**src/rtl/ber_pkg.sv**
```systemverilog
// Shared definitions for the bit-error-rate monitor.
//   ber_state_e : alignment state (searching for delay / locked to it)
//   Def*        : default block length, lock/loss thresholds and frame length
package ber_pkg;

  typedef enum logic [0:0] {
    StSearch,
    StLocked
  } ber_state_e;

  localparam int unsigned DefWin      = 32;
  localparam int unsigned DefSyncTh   = 2;
  localparam int unsigned DefLossTh   = 8;
  localparam int unsigned DefMeasBits = 65536;

endpackage

```
**src/rtl/ber_delay_line.sv**
```systemverilog
// Reference history for the BER monitor: shifts the reference bit on every strobe and
// returns the reference as seen `delay` strobes earlier.
//   clk, reset : system clock, synchronous active-high reset
//   bit_en     : bit strobe; history shifts only on strobes
//   ref_bit    : current reference bit
//   delay      : tap select, 0 = current ref_bit, d = ref_bit from d strobes ago
//   tap        : selected reference bit (combinational)
module ber_delay_line #(
  parameter int unsigned DLY_W = 5
) (
  input  logic             clk,
  input  logic             reset,
  input  logic             bit_en,
  input  logic             ref_bit,
  input  logic [DLY_W-1:0] delay,
  output logic             tap
);

  localparam int unsigned Depth = 2 ** DLY_W;

  // The oldest history bit can never be selected (max delay is Depth-1), so it is not stored.
  logic [Depth-2:0] ref_sr_q;
  logic [Depth-1:0] tap_vec;

  always_ff @(posedge clk) begin
    if (reset) begin
      ref_sr_q <= '0;
    end else if (bit_en) begin
      ref_sr_q <= {ref_sr_q[Depth-3:0], ref_bit};
    end
  end

  // Index 0 is the live input, index d is ref_sr[d-1].
  assign tap_vec = {ref_sr_q, ref_bit};
  assign tap     = tap_vec[delay];

endmodule

```
**src/rtl/ber_monitor.sv**
```systemverilog
// Bit-error-rate monitor. Searches for the delay between the decoded stream and the
// local reference M-sequence, locks to it, and counts bit errors over fixed frames.
//   clk, reset : system clock, synchronous active-high reset
//   bit_en     : one-cycle strobe marking a valid rx_bit/ref_bit pair
//   rx_bit     : decoded bit
//   ref_bit    : reference M-sequence bit
//   clear      : zero counters and results; lock state, delay and history kept
//   locked     : delay alignment found
//   delay      : current candidate / locked delay
//   err_pulse  : one-cycle pulse per mismatch while locked
//   meas_done  : one-cycle pulse when a frame completes
//   meas_err   : error count of the last completed frame
//   run_err    : running error count of the current frame
//   run_bits   : running bit count of the current frame
module ber_monitor
  import ber_pkg::*;
#(
  parameter int unsigned DLY_W     = 5,
  parameter int unsigned WIN       = DefWin,
  parameter int unsigned SYNC_TH   = DefSyncTh,
  parameter int unsigned LOSS_TH   = DefLossTh,
  parameter int unsigned MEAS_BITS = DefMeasBits,
  parameter int unsigned CNT_W     = 24
) (
  input  logic             clk,
  input  logic             reset,
  input  logic             bit_en,
  input  logic             rx_bit,
  input  logic             ref_bit,
  input  logic             clear,
  output logic             locked,
  output logic [DLY_W-1:0] delay,
  output logic             err_pulse,
  output logic             meas_done,
  output logic [CNT_W-1:0] meas_err,
  output logic [CNT_W-1:0] run_err,
  output logic [CNT_W-1:0] run_bits
);

  localparam int unsigned WinCntW = (WIN > 1) ? $clog2(WIN) : 1;
  localparam int unsigned WinErrW = $clog2(WIN + 1);

  ber_state_e       state_q, state_d;
  logic [DLY_W-1:0] delay_q, delay_d;
  logic [WinCntW-1:0] win_cnt_q, win_cnt_d;
  logic [WinErrW-1:0] win_err_q, win_err_d;
  logic [CNT_W-1:0] run_bits_q, run_bits_d;
  logic [CNT_W-1:0] run_err_q, run_err_d;
  logic [CNT_W-1:0] meas_err_q, meas_err_d;
  logic             meas_done_q, meas_done_d;
  logic             err_pulse_q, err_pulse_d;

  logic               tap;
  logic               mismatch;
  logic               win_last;
  logic [WinErrW-1:0] win_total;
  logic [CNT_W-1:0]   bits_inc;
  logic [CNT_W-1:0]   err_inc;

  ber_delay_line #(
    .DLY_W (DLY_W)
  ) u_delay_line (
    .clk     (clk),
    .reset   (reset),
    .bit_en  (bit_en),
    .ref_bit (ref_bit),
    .delay   (delay_q),
    .tap     (tap)
  );

  assign mismatch  = rx_bit ^ tap;
  assign win_last  = (win_cnt_q == WinCntW'(WIN - 1));
  // Block total including the current bit; win_err never exceeds WIN-1 before this add.
  assign win_total = win_err_q + WinErrW'(mismatch);
  assign bits_inc  = run_bits_q + CNT_W'(1);
  assign err_inc   = run_err_q + CNT_W'(mismatch);

  always_comb begin
    state_d     = state_q;
    delay_d     = delay_q;
    win_cnt_d   = win_cnt_q;
    win_err_d   = win_err_q;
    run_bits_d  = run_bits_q;
    run_err_d   = run_err_q;
    meas_err_d  = meas_err_q;
    meas_done_d = 1'b0;
    err_pulse_d = 1'b0;

    if (clear) begin
      // Clear beats a coincident strobe: the bit is dropped, only the history shifts.
      win_cnt_d  = '0;
      win_err_d  = '0;
      run_bits_d = '0;
      run_err_d  = '0;
      meas_err_d = '0;
    end else if (bit_en) begin
      if (win_last) begin
        win_cnt_d = '0;
        win_err_d = '0;
      end else begin
        win_cnt_d = win_cnt_q + 1'b1;
        win_err_d = win_total;
      end

      unique case (state_q)
        StSearch: begin
          if (win_last) begin
            if (win_total <= WinErrW'(SYNC_TH)) begin
              state_d    = StLocked;
              run_bits_d = '0;
              run_err_d  = '0;
            end else begin
              delay_d = delay_q + 1'b1;
            end
          end
        end
        StLocked: begin
          err_pulse_d = mismatch;
          run_bits_d  = bits_inc;
          run_err_d   = err_inc;
          if (bits_inc == CNT_W'(MEAS_BITS)) begin
            meas_err_d  = err_inc;
            meas_done_d = 1'b1;
            run_bits_d  = '0;
            run_err_d   = '0;
          end
          // Loss is evaluated after frame completion so a coincident frame still reports.
          if (win_last && (win_total > WinErrW'(LOSS_TH))) begin
            state_d    = StSearch;
            run_bits_d = '0;
            run_err_d  = '0;
          end
        end
        default: state_d = StSearch;
      endcase
    end
  end

  always_ff @(posedge clk) begin
    if (reset) begin
      state_q     <= StSearch;
      delay_q     <= '0;
      win_cnt_q   <= '0;
      win_err_q   <= '0;
      run_bits_q  <= '0;
      run_err_q   <= '0;
      meas_err_q  <= '0;
      meas_done_q <= 1'b0;
      err_pulse_q <= 1'b0;
    end else begin
      state_q     <= state_d;
      delay_q     <= delay_d;
      win_cnt_q   <= win_cnt_d;
      win_err_q   <= win_err_d;
      run_bits_q  <= run_bits_d;
      run_err_q   <= run_err_d;
      meas_err_q  <= meas_err_d;
      meas_done_q <= meas_done_d;
      err_pulse_q <= err_pulse_d;
    end
  end

  assign locked    = (state_q == StLocked);
  assign delay     = delay_q;
  assign err_pulse = err_pulse_q;
  assign meas_done = meas_done_q;
  assign meas_err  = meas_err_q;
  assign run_err   = run_err_q;
  assign run_bits  = run_bits_q;

endmodule

```
**config.mk**
```make
export PLATFORM = sky130hd
export DESIGN_NAME = ber_monitor
export DESIGN_NICKNAME = d
export VERILOG_FILES = /design/src/rtl/ber_pkg.sv /design/src/rtl/ber_delay_line.sv /design/src/rtl/ber_monitor.sv
export SDC_FILE = /design/constraint.sdc
export NUM_CORES = 1
export LEC_CHECK = 0
export ABC_AREA = 1
export BUFFER_PORTS_ARGS = -buffer_cell sky130_fd_sc_hd__buf_2
export CORE_UTILIZATION = 30
export DETAILED_ROUTE_END_ITERATION = 12
export GPL_ROUTABILITY_DRIVEN = 1
export PLACE_DENSITY = 0.47
export RECOVER_POWER = 100
export SKIP_CTS_REPAIR_TIMING = 1
export SLEW_MARGIN = 20
export SYNTH_ARGS = -nofsm -noshare
export SYNTH_HDL_FRONTEND = slang
export SYNTH_SLANG_ARGS = --single-unit
```
**constraint.sdc**
```tcl
create_clock -name clk -period 6.1 [get_ports clk]
set_clock_uncertainty 0.2 [all_clocks]
set_input_delay 1.83 -clock clk [delete_from_list [all_inputs] [get_ports clk]]
set_output_delay 1.83 -clock clk [all_outputs]
set_load 0.05 [all_outputs]
```
==> reports/results.tsv <==
metric	value	unit
yosysSeqAreaShare	0.373	
wl_met3	773	um
grt_max_degree	44	
wire_per_inst	13.2	um
drt-met1-wl	8870	um
syn_area	6550	um2
htree_levels	4	
dieArea	22400	um2
p_clk_frac	0.553	
seqPwrFrac	0.408	
cts_tree	yes	
cp_num_buf_inv	3	
fillers	2403	
violations	capacitance limit, slew limit	
drt_iter0_drc	251	
slew_headroom	-0.261	
core_area	21200	um2
setup_viol	0	
clk_pin_slew_worst_paths	0.05	ns
clock_tree.root_cell	clkbuf_16	
finalNonFillerCells	1374	
die_w	150	um
power.leakage	0.00301	uW
synth_cell_type_count	33	
hold_viol_final	0	
pin_count	86	
worst_skew_pair.late_latency	0.42	ns
tns	0	ns
run_status	finished, violations left	
area_growth	17.5	%
io_buffers	85	
drtAntennaViolNets	0	
yosys-top-cells-area	dfxtp_1 (37%), nand2_1 (14%), nor2_1 (11%)	
fin_crit_sh	0.807	
max_freq	203	MHz
wl_met2	8210	um
synth_top_family_by_area	simple AND/OR/NAND/NOR gates	
worst_pin_slew	1.89	ns
netlist.area_leader.share	0.373	
synth_area_leader_cell	dfxtp_1	
grt_pass1_vias	5804	
start_util	0.309	
synth-simple-area-share	0.364	
irDropWorstVdd	201	uV
final_cell_mix	nand2_1 (247), nor2_1 (195), inv_1 (131)	
synthMuxAreaShare	0	
yosysWarnings	0	
top_layer	met4	
fin_hold_ws	0.269	ns
slowest_delay	0.68	ns
gp_congestion	0.764	
grt.total_usage	0.169	
hpwl	12400	um
synth_cells	1019	
nNetsFinal	1102	
cpMostUsedCell	nand2_1	
synthXorXnorAreaFrac	0.0401	
cts_buffers	17	
critPathTopFamily	simple AND/OR/NAND/NOR gates	
drive_gt1_frac	0.0582	
p_per_area	263	nW/um2
p_switching	429	uW
synth_compound_area_frac	0.101	
drt_wl_total	18100	um
clk_path_buf_depth	2	
maxSlewViolCount	42	
required	6.17	ns
fin_util	0.363	
viasPerCell	4.55	
clock-sinks	122	
internal-power	1600	uW
layout_commonest_cell	nand2_1	
rsz0062_at_grt	no	
synth_fa_ha_area_frac	0.0153	
hold_class	reg -> reg	
critPathCaptureType	flip-flop	
worstPathMaxFanout	43	
dp.cells	1344	
crit_slowest_cell	nand2_2	
die_y	150	um
grt_pass1_wl	29800	um
drc	0	
swShare	0.212	
synth-seq-cells	122	
cap_violations	1	
antenna_found_initial	0	
combinationalPowerShare	0.039	
path_cells	clkbuf_1 > nor2_1 > o221ai_1 > nand3_1 > nand4_1 > nand2_1 > nand2_1 > nand2_1 > inv_1 > ha_1 > ha_1 > xnor2_1 > nand2_1 > nor2_1 > nand3b_1 > nand2_1 > buf_4 > nand2_1 > nand2_2 > nor2_1	
synth.avg_cell_area	6.43	um2
fin_crit	4.92	ns
crit_type	in -> reg	
worst_setup_path_start_kind	primary input	
dr.pass1.iters	5	
antennaDiodeCount	0	
num_vias	6254	
crit_arrival	4.99	ns
synth_nets	1033	
grt-ovfl-total	0	
rows	53	
[worst paths after layout]
| check | startpoint | end | slack [ns] | cells past startpoint |
|---|---|---|---|---|
| max | ref_bit | run_err[15] | 1.18 | 20 |
| min | win_cnt_q[4] | win_cnt_q[4] | 0.27 | 2 |
| max reg2reg | delay[1] | run_err[15] | 1.65 | 20 |
| min reg2reg | win_cnt_q[4] | win_cnt_q[4] | 0.27 | 2 |
[tightest hold or removal path: stages (launching register included)]
cell     delay [ns]
dfxtp_1        0.31
nand2_1        0.06
a21oi_1        0.05
[final cells by class]
type                    instances  area (um2)  area share
well taps                     275         344      0.0447
multi-input cells             720        3390       0.441
flip-flops and latches        122        2440       0.317
clock buffers                  22         484      0.0629
inverters                     137         514      0.0668
clock inverters                 8         165      0.0215
repair buffers                 90         357      0.0463
[synth_stat cells (all sizes together)]
cell     count
inv        133
nand2      253
nand4       37
xor2        23
nor3        11
a2bb2oi      1
o22ai        4
a31oi        1
and2         1
nor2       214
nand3       33
o221ai       4
a21oi       24
clkbuf      29
o21ai       91
dfxtp      122
o211a        1
nand3b       5
buf         11
xnor2        7
clkinv       4
ha           8
nor3b        2
[kinds of logic after synthesis]
family                     count (synthesis)
and+or+nand+nor                          556
buffers and inverters                    177
AOI/OAI and AO/OA                        126
DFF                                      122
xor gates and xnor gates                  30
adders and majority gates                  8
[routing by layer]
layer,global-route usage,up-vias
li1,-,3341
met3,0.0366,14
met1,0.225,2792
met4,0.0551,0
met5,0,-
met2,0.271,107
[flip-flops by register name, summed over array words and instances (netlist names)]
signal                 cells
err_pulse                  1
win_err_q                  6
delay                      5
win_cnt_q                  5
locked                     1
meas_done                  1
run_err                   24
u_delay_line.ref_sr_q     31
run_bits                  24
meas_err                  24
[stage by stage]
stage | total power (uW) | area [um2] | setup WS, ns
finish | 2020 | 7700 | 1.18
global route | 2110 | 7700 | 0.759
CTS | 2060 | 7830 | 1.53
detailed placement | 925 | 7180 | 1.12
global placement | 924 | 7180 | 1.16
floorplan | 903 | 6550 | 1.78
[power by group through the flow]
stage	clock (uW)	combinational (uW)	sequential, uW
2_1_floorplan	0	61.1	842
3_3_place_gp	0	81.6	842
3_5_place_dp	0	82.7	842
4_1_cts	1150	82.8	825
5_1_grt	1190	91.6	827
6_report	1120	79.3	825
(Power assumes the default switching activity.)
